[config.mk]
export PLATFORM = sky130hd
export DESIGN_NAME = par2ser_tx_flat
export DESIGN_NICKNAME = d
export VERILOG_FILES = /design/src/rtl/par2ser_pkg.sv /design/src/rtl/par2ser_if.sv /design/src/rtl/par2ser_buf.sv /design/src/rtl/par2ser_tx.sv /design/src/flat_wrapper.sv
export SDC_FILE = /design/constraint.sdc
export NUM_CORES = 1
export LEC_CHECK = 0
export ABC_AREA = 1
export CAP_MARGIN = 20
export CELL_PAD_IN_SITES_DETAIL_PLACEMENT = 2
export CELL_PAD_IN_SITES_GLOBAL_PLACEMENT = 2
export CORE_MARGIN = 2
export CORE_UTILIZATION = 34
export CTS_CLUSTER_SIZE = 16
export DETAILED_ROUTE_END_ITERATION = 10
export PLACE_DENSITY = 0.79
export SLEW_MARGIN = 25
export SYNTH_ARGS = -nofsm -noshare
export SYNTH_HDL_FRONTEND = slang
export SYNTH_SLANG_ARGS = --single-unit
[constraint.sdc]
create_clock -name fclk -period 2.14 [get_ports fclk]
set_input_delay 0.535 -clock fclk [delete_from_list [all_inputs] [get_ports fclk]]
set_output_delay 0.535 -clock fclk [all_outputs]
set_load 0.005 [all_outputs]
[src/rtl/par2ser_pkg.sv]
// par2ser_pkg: shared definitions for the parallel-to-serial transmitter.
//   state_t   - transmitter FSM state (IDLE, SHIFT, PARITY), 2-bit encoding
//   BUF_DEPTH - number of words the input buffer can hold
//   clogb2    - ceiling log2 (minimum 1), sizes the bit counter
package par2ser_pkg;

    typedef enum logic [1:0] {
        IDLE   = 2'd0,
        SHIFT  = 2'd1,
        PARITY = 2'd2
    } state_t;

    localparam int BUF_DEPTH = 2;

    function automatic int clogb2(input int value);
        int r;
        r = 0;
        for (int i = 0; i < 31; i++) begin
            if ((1 << i) < value) r = i + 1;
        end
        return (r < 1) ? 1 : r;
    endfunction

endpackage

[src/rtl/par2ser_if.sv]
// par2ser_if: word handshake between a producer and the transmitter.
//   din       - parallel word
//   din_valid - producer holds a word
//   din_ready - transmitter can take a word
// Handshake: a word moves on a rising fclk edge where din_valid && din_ready;
// the producer keeps din stable while din_valid is high and not yet accepted.
interface par2ser_if #(parameter int N = 8);
    logic [N-1:0] din;
    logic         din_valid;
    logic         din_ready;

    modport master (output din, output din_valid, input din_ready);
    modport slave  (input din, input din_valid, output din_ready);
endinterface

[src/rtl/par2ser_buf.sv]
// par2ser_buf: 2-entry FIFO holding words waiting to be serialized.
//   fclk, rstn - clock, asynchronous active-low reset (empties the FIFO)
//   push/wdata - write a word (caller guarantees not full)
//   pop        - drop the head word (caller guarantees not empty)
//   head       - oldest stored word
//   count      - occupancy 0..2
module par2ser_buf
    import par2ser_pkg::*;
#(
    parameter int W = 8
) (
    input  logic         fclk,
    input  logic         rstn,
    input  logic         push,
    input  logic [W-1:0] wdata,
    input  logic         pop,
    output logic [W-1:0] head,
    output logic [1:0]   count
);

    logic [W-1:0] mem [BUF_DEPTH];
    logic         wr_ptr;
    logic         rd_ptr;

    // Storage carries no reset; only the pointers and count define validity.
    always_ff @(posedge fclk) begin
        if (push) mem[wr_ptr] <= wdata;
    end

    always_ff @(posedge fclk or negedge rstn) begin
        if (!rstn) begin
            wr_ptr <= 1'b0;
            rd_ptr <= 1'b0;
            count  <= 2'd0;
        end else begin
            if (push) wr_ptr <= ~wr_ptr;
            if (pop)  rd_ptr <= ~rd_ptr;
            case ({push, pop})
                2'b10:   count <= count + 2'd1;
                2'b01:   count <= count - 2'd1;
                default: count <= count;
            endcase
        end
    end

    assign head = mem[rd_ptr];

endmodule

[src/rtl/par2ser_tx.sv]
// par2ser_tx: parallel-to-serial transmitter. Words arriving on in_if are
// buffered (2 deep) and shifted out one bit per fclk, gap-free between
// consecutive frames, with ser_sync marking each frame's first bit.
//   fclk, rstn  - clock, asynchronous active-low reset
//   in_if       - par2ser_if slave: din / din_valid / din_ready
//   ser_out     - serial bit (IDLE_LEVEL when no frame), registered
//   ser_sync    - first data bit of a frame, registered
//   ser_busy    - a frame bit is on ser_out, registered
//   frame_done  - last bit of a frame (parity bit when enabled), registered
//   dbg_state   - current FSM state for observation
// Build option: define SER_PARITY_EN to append an even-parity bit per frame.
module par2ser_tx
    import par2ser_pkg::*;
#(
    parameter int   N          = 8,
    parameter bit   MSB_FIRST  = 1'b1,
    parameter logic IDLE_LEVEL = 1'b0
) (
    input  logic   fclk,
    input  logic   rstn,
    par2ser_if.slave in_if,
    output logic   ser_out,
    output logic   ser_sync,
    output logic   ser_busy,
    output logic   frame_done,
    output state_t dbg_state
);

    localparam int              CNT_W = clogb2(N);
    localparam logic [CNT_W-1:0] LAST = CNT_W'(N - 1);

    logic [1:0]       count;
    logic [N-1:0]     head;
    logic             ready;
    logic             push;
    logic             pop;

    state_t           state, state_next;
    logic [N-1:0]     shreg, shreg_d;
    logic [CNT_W-1:0] bit_cnt, cnt_d;
    logic             want_next;
    logic             out_d, sync_d, busy_d, done_d;
`ifdef SER_PARITY_EN
    logic             par_q, par_d;
`endif

    assign ready           = (count != 2'(BUF_DEPTH));
    assign in_if.din_ready = ready;
    assign push            = in_if.din_valid && ready;
    assign dbg_state       = state;

    par2ser_buf #(.W(N)) u_buf (
        .fclk  (fclk),
        .rstn  (rstn),
        .push  (push),
        .wdata (in_if.din),
        .pop   (pop),
        .head  (head),
        .count (count)
    );

    always_ff @(posedge fclk or negedge rstn) begin
        if (!rstn) begin
            state      <= IDLE;
            shreg      <= '0;
            bit_cnt    <= '0;
            ser_out    <= IDLE_LEVEL;
            ser_sync   <= 1'b0;
            ser_busy   <= 1'b0;
            frame_done <= 1'b0;
`ifdef SER_PARITY_EN
            par_q      <= 1'b0;
`endif
        end else begin
            state      <= state_next;
            shreg      <= shreg_d;
            bit_cnt    <= cnt_d;
            ser_out    <= out_d;
            ser_sync   <= sync_d;
            ser_busy   <= busy_d;
            frame_done <= done_d;
`ifdef SER_PARITY_EN
            par_q      <= par_d;
`endif
        end
    end

    always_comb begin
        state_next = state;
        pop        = 1'b0;
        shreg_d    = shreg;
        cnt_d      = bit_cnt;
        want_next  = 1'b0;
        out_d      = IDLE_LEVEL;
        sync_d     = 1'b0;
        busy_d     = 1'b0;
        done_d     = 1'b0;
`ifdef SER_PARITY_EN
        par_d      = par_q;
`endif
        case (state)
            IDLE: want_next = 1'b1;
            SHIFT: begin
                // The outgoing bit always sits at the shift-out end of shreg.
                out_d   = MSB_FIRST ? shreg[N-1] : shreg[0];
                sync_d  = (bit_cnt == '0);
                busy_d  = 1'b1;
                shreg_d = MSB_FIRST ? {shreg[N-2:0], 1'b0} : {1'b0, shreg[N-1:1]};
                if (bit_cnt == LAST) begin
`ifdef SER_PARITY_EN
                    state_next = PARITY;
`else
                    done_d    = 1'b1;
                    want_next = 1'b1;
`endif
                end else begin
                    cnt_d = bit_cnt + CNT_W'(1);
                end
            end
`ifdef SER_PARITY_EN
            PARITY: begin
                out_d     = par_q;
                busy_d    = 1'b1;
                done_d    = 1'b1;
                want_next = 1'b1;
            end
`endif
            default: state_next = IDLE;
        endcase

        // Reload-or-idle: taking the next word on the last bit keeps frames
        // back-to-back with no idle cycle in between.
        if (want_next) begin
            if (count != 2'd0) begin
                pop        = 1'b1;
                shreg_d    = head;
                cnt_d      = '0;
                state_next = SHIFT;
`ifdef SER_PARITY_EN
                par_d      = ^head;
`endif
            end else begin
                state_next = IDLE;
            end
        end
    end

endmodule

[src/flat_wrapper.sv]
// flat-port wrapper written by rule: the top's interface ports become plain ports
module par2ser_tx_flat import par2ser_pkg::*;
#(
    parameter int   N          = 8,
    parameter bit   MSB_FIRST  = 1'b1,
    parameter logic IDLE_LEVEL = 1'b0
)
  (fclk, rstn, ser_out, ser_sync, ser_busy, frame_done, dbg_state, in_if_din, in_if_din_valid, in_if_din_ready);
  par2ser_if #(.N(N)) in_if_i ();
  input  logic fclk;
  input  logic rstn;
  output logic ser_out;
  output logic ser_sync;
  output logic ser_busy;
  output logic frame_done;
  output state_t dbg_state;
  input wire logic [$bits(in_if_i.din)-1:0] in_if_din;
  input wire logic [$bits(in_if_i.din_valid)-1:0] in_if_din_valid;
  output wire logic [$bits(in_if_i.din_ready)-1:0] in_if_din_ready;
  assign in_if_i.din = in_if_din;
  assign in_if_i.din_valid = in_if_din_valid;
  assign in_if_din_ready = in_if_i.din_ready;
  par2ser_tx #(.N(N), .MSB_FIRST(MSB_FIRST), .IDLE_LEVEL(IDLE_LEVEL)) u_core (.fclk(fclk), .rstn(rstn), .in_if(in_if_i), .ser_out(ser_out), .ser_sync(ser_sync), .ser_busy(ser_busy), .frame_done(frame_done), .dbg_state(dbg_state));
endmodule
# [Yosys cells after proc, flatten, opt, wreduce, memory -nomap -nowiden]
# Memories as Yosys holds them, arrays and structs flattened.
# Cells that the tools add are included.
[op_classes] muxes=21 bitwise=2 addsub=3 reduce_logical=6 n_eq_ne=6
[op_table] cell="8-bit two-way mux" n=3
[op_table] cell="3-bit two-way mux" n=4
[op_table] cell="1-bit two-way mux" n=10
[op_table] cell="2-bit by 1-bit equality test with 1-bit output (second input constant)" n=2
[op_table] cell="2-bit two-way mux" n=2
[op_table] cell="2-bit case mux with 2 select lines" n=1
[op_table] cell="2-bit nonzero test" n=2
[op_table] cell="3-bit by 1-bit adder with 3-bit output (second input constant)" n=1
[op_table] cell="3-bit equality test (second input constant)" n=1
[op_table] cell="3-bit zero test" n=1
[op_table] cell="2-bit by 1-bit adder with 2-bit output (second input constant)" n=1
[op_table] cell="2-bit equality test (second input constant)" n=1
[op_table] cell="2-bit zero test" n=1
[op_table] cell="2-bit by 1-bit != test with 1-bit output (second input constant)" n=1
[op_table] cell="2-bit != test (second input constant)" n=1
[op_table] cell="1-bit NOT" n=2
[op_table] cell="1-bit case mux with 2 select lines" n=1
[op_table] cell="2-bit OR reduction" n=1
[op_table] cell="2-bit by 1-bit subtractor with 2-bit output (second input constant)" n=1
[op_table] cell="1-bit logical AND" n=1
[word_totals] wordCells=49 mem_count=1 inputBits=11 ram_bits=16 output_inout_bits=7 ff_bits=21
[memory_table] memory="u_core.u_buf.mem" words=2 width=8 rd=1 rd_ports_with_merged_regs=0 wr=1 line="par2ser_buf.sv:21" rtl="logic [W-1:0] mem [BUF_DEPTH];"

# [Depth between registers and ports, before layout]
# Gate-level depths: netlist of run 1.
[logic_depth] ltp_word=6 depth_mapped=10

# [Hierarchy]
# Synthesis of run 1 repeated with hierarchy kept, for this count alone.
[unflattened] cells_unflattened=160 area_unflattened_um2=1599.0
[by_module_without_submodules] mod="par2ser_buf" area_each_um2=818.3 n_inst=1 cells_each=64 seq_area_each_um2=580.6
[by_module_without_submodules] mod="par2ser_tx" area_each_um2=780.7 n_inst=1 cells_each=96 seq_area_each_um2=400.4

# [Worst setup path before layout of run 1]
# No wires, ideal clock.
[synth_timing] path_type="register to register" start="register u_core.bit_cnt[0]" end="register u_core.u_buf.count[1]" path_stages_with_launch=11 setup_ps=117 arrival_ps=1464 path_buffers=0 path_slack_ps=559 path_cell_list="dfrtp_1 ha_1 nand2_1 nand2_4 nand2_8 inv_8 ha_1 inv_1 nand3_1 nand2_1 nand2_1"
[synth_between] elab_chain_cells=6
[synth_lines] element="start, declared" line="par2ser_tx.sv:40" rtl="logic [CNT_W-1:0] bit_cnt, cnt_d;"
[synth_lines] element="start signal, assigned" line="par2ser_tx.sv:77" rtl="bit_cnt <= cnt_d;"
[synth_lines] element="3-bit equality test (*)" line="par2ser_tx.sv:109" rtl="if (bit_cnt == LAST) begin"
[synth_lines] element="1-bit two-way mux (*)" line="par2ser_tx.sv:109"
[synth_lines] element="1-bit case mux with 2 select lines (*)" line="par2ser_tx.sv:101" rtl="case (state)"
[synth_lines] element="1-bit two-way mux (*)" line="par2ser_tx.sv:133" rtl="if (want_next) begin"
[synth_lines] element="named net u_core.pop" line="par2ser_tx.sv:36" rtl="logic pop;"
[synth_lines] element="2-bit by 1-bit equality test with 1-bit output / 2-bit equality test (equally long branches)" line="par2ser_buf.sv:38" rtl="case ({push, pop})"
[synth_lines] element="2-bit case mux with 2 select lines / 2-bit nonzero test (equally long branches)"
[synth_lines] element="end signal, assigned" line="par2ser_buf.sv:39" rtl="2'b10: count <= count + 2'd1;"
[synth_lines] element="end signal, assigned" line="par2ser_buf.sv:40" rtl="2'b01: count <= count - 2'd1;"
[synth_lines] element="end signal, assigned" line="par2ser_buf.sv:41" rtl="default: count <= count;"
[synth_lines] element="end, declared" line="par2ser_buf.sv:18" rtl="output logic [1:0] count"
# Mark *: on every way through the listed nets, which the timed path passes. The rest lies on a longest branch.
# A chain may end at the register's enable or synchronous reset.

# [Worst setup path in the final report of run 1]
[layout_timing] start="register u_core.u_buf.count[0]" end="output in_if_din_ready"
[layout_between] elab_chain_cells=1
[layout_lines] element="2-bit != test" line="par2ser_tx.sv:47" rtl="assign ready = (count != 2'(BUF_DEPTH));"
[layout_lines] element="end, declared" line="flat_wrapper.sv:19" rtl="output wire logic [$bits(in_if_i.din_ready)-1:0] in_if_din_ready;"
# Every way passes these cells.

==> results of run 1 <==
## worst register-to-register path, delay by kind of cell, from the launching register on
kind	cells	cell delay [ps]
fa+ha+maj	2	550
simple gates	6	570
buf+inv	2	130
flops	1	410
## cell usage in the layout, fill, tap and decap left out
cell / n
nand2_1: 67
dfrtp_1: 20
clkdlybuf4s50_1: 16
edfxtp_1: 16
inv_1: 13
o21ai_0: 7
clkbuf_8: 5
nor2_1: 4
nand3_1: 3
ha_1: 3
buf_4: 3
nand2_2: 2
nor2_4: 2
o21ai_1: 2
inv_2: 2
a21oi_1: 2
clkinv_1: 2
nand2_4: 1
inv_4: 1
nand2_8: 1
inv_8: 1
or2_1: 1
nand4_1: 1
xnor2_1: 1
conb_1: 1
bufinv_16: 1
## worst min-delay path by stage
stage,from,slack [ps],depth (start not counted),endpoint
after floorplan,rstn,240,0,u_core.bit_cnt[0]
after global placement,u_core.bit_cnt[2],440,1,u_core.ser_sync
after detailed placement,u_core.bit_cnt[2],450,1,u_core.ser_sync
after CTS,u_core.bit_cnt[2],470,1,u_core.ser_sync
after global routing,u_core.bit_cnt[2],500,1,u_core.ser_sync
final,u_core.bit_cnt[2],460,1,u_core.ser_sync
## layout make-up
type | count | area share
inverter | 17 | 0.03939
tap | 52 | 0.03471
clock inverter | 3 | 0.02003
multi-input combinational | 98 | 0.2483
clock buffer | 5 | 0.03672
sequential | 36 | 0.5234
timing repair buffer | 19 | 0.09746
## flip-flops by register name (all words and copies together) (netlist names), 2 cells and up
register,cells
u_core.u_buf.mem,16
u_core.shreg,8
u_core.bit_cnt,3
u_core.u_buf.count,2
## layer usage
metal / global-route usage / up-vias / routed length (um)
met5: 0 / - / 0
met4: 0.03774 / 0 / 29
li1: - / 523 / -
met3: 0.04782 / 3 / 145
met1: 0.1645 / 512 / 1313
met2: 0.2418 / 19 / 1601
## cell families (layout without fill, tap and decap cells)
family | count (synthesis) | count (layout)
buffers and inverters | 21 | 44
adder cells (fa/ha/maj) | 3 | 3
flip-flops | 36 | 36
AO/OA/AOI/OAI | 11 | 11
other | 1 | 1
XOR/XNOR | 1 | 1
AND/OR/NAND/NOR | 82 | 82
## where the power goes
part / total, uW / internal, uW / switching [uW]
logic: 915 / 354 / 561
registers: 1100 / 960 / 141
clock network: 576 / 339 / 237
total: 2590 / 1650 / 938
## stage by stage
stage                     utilization  total power, uW
after global routing           0.4275             2828
after detailed placement       0.4033             2055
final                          0.4275             2592
after global placement         0.4033             1963
after floorplan                     -             1730
after CTS                      0.4275             2658
==> metrics.cfg, run 1 <==
[outcome]
status=complete, no violations

[global_routing]
pin_count_of_the_biggest_net_entering_global_routing=21
grt_first_pass_wirelength_um=5471
global_route.usage.total=0.1393
grt_pass1_vias=1147
final_global_route_overflow_total=0
grt_antenna_before_repair=0

[yosys]
synth_area_sq_um=1548
synth_simple_gate_area_frac=0.2328
syn_inst=155
synth_enable_flop_cells=16
synth-async-reset-ratio=0.5556
synth_xor_area_frac=0.005659
synthAdderAreaFrac=0.02425
ys_top_cells_by_area=dfrtp_1 (32%), edfxtp_1 (31%), nand2_1 (16%)
cell_with_the_most_instances_after_synthesis=nand2_1
yosys_register_bits=36
postSynthAreaPerCell_sq_um=9.985
synth_top_family_by_area=simple AND/OR/NAND/NOR gates
synthDistinctLibCells=23
post_synth_most_frequent_cells=nand2_1 (67), dfrtp_1 (20), edfxtp_1 (16)
portion_of_netlist_area_occupied_by_mux_cells=0
mappedNetlistNets=169
synth_seq_area_share=0.6338
compound_cell_area_share_of_the_yosys_netlist=0.03557
synth_top_area_cell=dfrtp_1
yosys_most_used_dff=dfrtp_1
yosysTopAreaCellShare=0.3234
synth-warning-count=0

[placed_design]
placement.io_buffers=16
place_worst_setup_slack_ps=268.5
routabilityCongestion=0.6894
placedCellCount=222
placedInstanceArea_sq_um=1768
detailedPlacementHpwl_um=2311

[worst_setup_path]
r2r-start=u_core.bit_cnt[0]
crit_type=reg -> out
worst_setup_path_startpoint=u_core.u_buf.count[0]
critical-path-slowest-cell=clkdlybuf4s50_1
critPathMaxStageDelay_ps=500
rr_endpoint=u_core.u_buf.count[1]
required_ps=1600
timing.critical_path.arrival_ps=1410
worstSetupEndpointType=output pin
crit_fanout=5
cp-endpoint=in_if_din_ready
timing.critical_path.max_delay_family=buffers and inverters
critical_path_depth=3
rrSetupSlack_ps=360
cp.buffers_inverters=2
cells_on_worst_reg2reg_path=10
critical_path.cell_chain=inv_1, nand2_2, clkdlybuf4s50_1
startpoint_type=flop

[layout]
num_antenna_cells=0
areaGrowthSynthToFinish_pct=21.10
fillCellCount=465
multi_input_area_sq_um=465.4
share_of_final_layout_standard_cells_stronger_than_drive_strength_1=0.1067
final_cell_area_sq_um=1874
finalNetCount=191
register_area_sq_um=980.9
post_layout_nonfiller_instances=230

[power_and_ir_drop]
p_leak_uw=0.0008634
p_per_area_nw_per_um2=1383
worst_case_vdd_ir_drop_uv=541.1

[timing]
layout_setup_ws_ps=192.7
setup_tns_ps=0
clock.fmax_ghz=0.5135
hold_viol=0
timing.final.setup_violations=0
period_share=0.9100
holdWs_ps=458.8
final.setup_skew_ps=5.526
post-route-min-period_ps=1947
setup_repair_after_global_routing_missed_its_margin=no
final_max_slew_viol_count=0

[clock_tree]
cts_max_level=2
cts_repair_resize_count=0
worst_skew_pair_later_pin_latency_ps=290
clk_pin_slew_ps=70
cts_root_buf=clkbuf_8
post_cts_buffers=0
numClockSinks=36
cts_buffers=5
clock_tree_from_tritoncts=yes
cts_buffer_depth=2
cts_hold_repair.buffers=0

[die]
fp.dieW_um=71.47
design.portCount=18
fp.dieArea_sq_um=5108
fp-row-count=24
design.core.area_sq_um=4384
die_height_um=71.47
initial_core_utilization=0.3530

[worst_hold_path]
worstHoldPathType=reg -> reg

[routing]
viasPerCell=4.596
total_detailed_routing_wirelength_um=3089
drcViolationCount=0
drt_pass1_iterations=3
number_of_vias_after_detailed_routing=1057
drt-initial-drc-count=35
drtAntennaViolNets=0
wl_per_cell_um=13.43

[flow_run]
max-cap-violations=0

Note: power is estimated with default switching activity, not from simulation.
==> run 2, diff against run 1 <==
--- a/config.mk
+++ b/config.mk
@@ -14,6 +14,7 @@
 export CTS_CLUSTER_SIZE = 16
 export DETAILED_ROUTE_END_ITERATION = 10
 export PLACE_DENSITY = 0.79
+export SKIP_LAST_GASP = 1
 export SLEW_MARGIN = 25
 export SYNTH_ARGS = -nofsm -noshare
 export SYNTH_HDL_FRONTEND = slang
==> results of run 2 <==
No change in the layout: final DEF, timing and power equal those of run 1.
